`config.mk`:
```
export PLATFORM = sky130hd
export DESIGN_NAME = counter_mod8_down
export DESIGN_NICKNAME = d
export VERILOG_FILES = /design/src/rtl/counter_mod8_down.sv
export SDC_FILE = /design/constraint.sdc
export NUM_CORES = 1
export LEC_CHECK = 0
export CAP_MARGIN = 5
export CORE_AREA = 2 2 39 41
export DETAILED_ROUTE_END_ITERATION = 8
export DIE_AREA = 0 0 41 43
export PLACE_DENSITY = 0.7
export SLEW_MARGIN = 40
export SYNTH_ARGS = -nofsm -noshare
export SYNTH_HDL_FRONTEND = slang
export SYNTH_SLANG_ARGS = --single-unit
```
`constraint.sdc`:
```
create_clock -name cp -period 2.1 [get_ports cp]
set_input_delay 0.21 -clock cp [delete_from_list [all_inputs] [get_ports cp]]
set_output_delay 0.21 -clock cp [all_outputs]
set_load 0.1 [all_outputs]
```
`src/rtl/counter_mod8_down.sv`:
```
// Mod-8 down counter (HI..LO) with run-control FSM, parallel load and a registered
// one-cycle borrow pulse. Auto-reload or one-shot underflow behaviour selected by mode.
module counter_mod8_down #(
    parameter int WIDTH = 4,
    parameter int HI    = 9,
    parameter int LO    = 2
) (
    input  logic             cp,
    input  logic             clr,
    input  logic             en,
    input  logic             ld,
    input  logic [WIDTH-1:0] D,
    input  logic             mode,
    output logic [WIDTH-1:0] Q,
    output logic             qcb,
    output logic             busy
);

    localparam logic [WIDTH-1:0] HI_V  = WIDTH'(HI);
    localparam logic [WIDTH-1:0] LO_V  = WIDTH'(LO);
    localparam logic [WIDTH-1:0] ONE_V = WIDTH'(1);

    typedef enum logic [1:0] {
        ST_IDLE = 2'b00,
        ST_RUN  = 2'b01,
        ST_DONE = 2'b10
    } state_t;

    state_t           state_r;
    state_t           state_s;
    logic [WIDTH-1:0] q_r;
    logic [WIDTH-1:0] q_s;
    logic             qcb_r;
    logic             qcb_s;
    logic             busy_r;
    logic             busy_s;

    function automatic logic in_range(input logic [WIDTH-1:0] v);
        in_range = (v >= LO_V) && (v <= HI_V);
    endfunction

    // Next-state, next-count and borrow decode; load takes priority over counting.
    always_comb begin
        state_s = state_r;
        q_s     = q_r;
        qcb_s   = 1'b0;
        if (ld) begin
            if (in_range(D)) begin
                q_s = D;
            end else begin
                q_s = HI_V;
            end
            if (state_r == ST_DONE) begin
                state_s = ST_IDLE;
            end else begin
                state_s = state_r;
            end
        end else begin
            case (state_r)
                ST_IDLE: begin
                    // Start latency: entering RUN does not decrement on the same edge.
                    if (en) begin
                        state_s = ST_RUN;
                    end else begin
                        state_s = ST_IDLE;
                    end
                end
                ST_RUN: begin
                    if (!en) begin
                        q_s = q_r;
                    end else if (!in_range(q_r)) begin
                        q_s = HI_V;
                    end else if (q_r == LO_V) begin
                        qcb_s = 1'b1;
                        if (mode) begin
                            q_s     = LO_V;
                            state_s = ST_DONE;
                        end else begin
                            q_s     = HI_V;
                            state_s = ST_RUN;
                        end
                    end else begin
                        q_s = q_r - ONE_V;
                    end
                end
                ST_DONE: begin
                    // Stay parked until en drops, so a held run request cannot re-trigger.
                    if (en) begin
                        state_s = ST_DONE;
                    end else begin
                        state_s = ST_IDLE;
                        q_s     = HI_V;
                    end
                end
                default: begin
                    state_s = ST_IDLE;
                    q_s     = HI_V;
                end
            endcase
        end
        busy_s = (state_s == ST_RUN);
    end

    // State, count, borrow and busy registers with synchronous clear.
    always_ff @(posedge cp) begin
        if (clr) begin
            state_r <= ST_IDLE;
            q_r     <= HI_V;
            qcb_r   <= 1'b0;
            busy_r  <= 1'b0;
        end else begin
            state_r <= state_s;
            q_r     <= q_s;
            qcb_r   <= qcb_s;
            busy_r  <= busy_s;
        end
    end

    assign Q    = q_r;
    assign qcb  = qcb_r;
    assign busy = busy_r;

endmodule

```
==> results.ini <==
[run_status]
outcome = complete, no violations

[final_layout]
antennaDiodeCount = 0
layout-drive-gt1-share = 0.2469
nNetsFinal = 95
syn_to_final_growth_pct = 28.73
final_cell_area_um2 = 745.7
fill_cells = 139
stdcell_count = 97

[critical_path]
path_buf_inv = 1
required_ps = 2250
r2r_start = Q[0]
path_class = register to register
cpMaxStageDelayCell = nor3b_2
cpPeakStageDelay_ps = 420
cp_top_family = simple AND/OR/NAND/NOR gates
worst-path-stages = 6
crit_start = Q[0]
reg2regPathDepth = 6
worstPathArrival_ps = 1950
path_max_fanout = 6
end_kind = register
path_cells = inv_1, ha_1, nor3b_2, mux2i_1, a211oi_1, a211o_1
worstSetupStartpointType = register

[cts]
clk_latency_ps = 260
clkTransAtPathRegs_ps = 50
cts_buffers = 3
cts_tree = built
root_buffer = clkbuf_4
post_cts_buffers = 0
clockBufferDepth = 2
cts_sinks = 8
cts.repair.resized = 0
cts_max_level = 1
hold_buffers = 0

[global_route]
grt_pass1_wl_mm = 1.987
grt-ovfl-total = 0
grt_max_degree = 10
first_global_vias = 497
antenna_found_initial = 0
grt_use_total = 0.1702

[logic_synthesis]
ys_dominant_reg_cell = dfxtp_1
synthCells = 66
synth_nets = 78
avgSynthCellArea_um2 = 8.777
synth_edf_count = 0
yosys_register_bits = 8
syn_area_um2 = 579.3
ys_seq_area_frac = 0.2765
yosysWarnings = 0
synthArstFlopShare = 0
ys_types = 33

[timing]
fin_crit_sh = 0.8606
fin_worst_hold_slack_ps = 513.8
setup_tns_ps = 0
tightest_slew_ps = 440.5
skew_ps = 1.517
finalMaxSlewViolations = 0
clock.fmax_mhz = 553.4
rsz0062_at_grt = no
setup_violations = 0
final-hold-violation-count = 0
slew_headroom = 0.7050
fin_crit_ps = 1807

[drt]
wirelength_mm = 1.243
wl_per_cell_um = 12.81
detail_route.vias_per_cell = 5.784
ant_nets = 0
num_vias = 561
drtPass1Iterations = 4
drt_iter0_markers = 10
route.detailed.drc = 0

[placement]
port_buffers = 14
place.gp.congestion = 0.7511
dp_hpwl_um = 949.7
placed_cells = 94
place_area_um2 = 723.2

[power_and_ir_drop]
p_per_area_mw_per_mm2 = 583.7
p_leak_nw = 0.2863
ir_worst_vdd_uv = 463.6

[die]
rows = 14
core-area_mm2 = 0.001384
die_w_um = 41
initial_core_util = 0.4186
fp.dieH_um = 43
io_pins = 15
die_area_mm2 = 0.001763

[hold_path]
holdPathStages = 1
holdCritPathClass = register to register
hold_start = Q[0]

[job]
maxCapViolCount = 0

==> metal layers <==
metal  global-route usage  vias up  part of all wire
li1                     -      282                 -
met1               0.1948      261              0.43
met2               0.2563       14              0.48
met3              0.07853        4             0.069
met4              0.08000        0             0.016
met5                    0        -                 0
==> registers in the layout (all words and copies together) (netlist names) <==
register,flops
qcb,1
Q,4
busy,1
state_r,2
==> cells in the mapped netlist (2+ instances only) <==
cell / number / area share
a211o_1: 2 / 0.030
a211oi_1: 3 / 0.039
a21oi_1: 3 / 0.026
a221oi_1: 3 / 0.045
clkbuf_1: 2 / 0.013
dfxtp_1: 8 / 0.28
ha_1: 3 / 0.065
inv_1: 5 / 0.032
mux2i_1: 3 / 0.052
nand2b_1: 3 / 0.032
nor2_1: 2 / 0.013
nor2b_1: 3 / 0.032
nor3_1: 2 / 0.017
nor4_1: 2 / 0.022
o21ai_0: 3 / 0.026
or2_2: 2 / 0.022
==> per-stage QoR <==
stage            util  total power, W  setup slack, ps
3_3_place_gp   0.5226       0.0003158            253.8
3_5_place_dp   0.5226       0.0003166            216.1
4_1_cts        0.5389       0.0004392            309.5
5_1_grt        0.5389       0.0004564            145.2
6_report       0.5389       0.0004353            292.8
2_1_floorplan       -       0.0002754            57.23
==> cells in the final DEF, fill, tap and decap left out, drive strengths merged <==
| cell | n |
|---|---|
| a211o | 2 |
| nor3b | 1 |
| and2b | 1 |
| and4 | 1 |
| o21ai | 3 |
| a21oi | 3 |
| a221oi | 3 |
| a41oi | 1 |
| nor4b | 1 |
| mux2i | 3 |
| nand2b | 3 |
| clkbuf | 3 |
| and4b | 2 |
| nand2 | 1 |
| and2 | 1 |
| a22oi | 1 |
| nand3 | 1 |
| or3 | 1 |
| a211oi | 4 |
| nor3 | 2 |
| dfxtp | 8 |
| o21bai | 1 |
| buf | 7 |
| ha | 3 |
| nor4 | 2 |
| inv | 5 |
| o211ai | 1 |
| nor2 | 2 |
| nor2b | 3 |
| or2 | 2 |
| clkdlybuf4s50 | 8 |
| or3b | 1 |
==> kinds of logic after synthesis <==
logic type	synth area share
buffers and inverters	0.05400
muxes	0.05184
and+or+nand+nor	0.2981
adders and majority gates	0.06480
DFF	0.2765
AOI/OAI and AO/OA	0.2549
==> area by class of cell <==
cell class | count | area, um2 | share of cell area
clock buffers | 3 | 22.52 | 0.03020
well taps | 16 | 20.02 | 0.02685
inverters | 5 | 18.77 | 0.02517
repair buffers | 15 | 132.6 | 0.1779
flip-flops and latches | 8 | 163.9 | 0.2198
multi-input cells | 50 | 387.9 | 0.5201
==> power breakdown <==
part           leakage (nW)  switching (W)  internal, W  total [W]
clock                0.0138      0.0000564    0.0000657   0.000122
combinational         0.207      0.0000893    0.0000499   0.000139
sequential           0.0654      0.0000131     0.000161   0.000174
total                 0.286       0.000159     0.000277   0.000435
==> worst paths after layout <==
check,to,slack (ps)
setup / recovery,Q[0],290
hold reg to reg,Q[0],510
hold / removal,Q[0],510
setup reg to reg,Q[0],290
(Power assumes the default switching activity.)
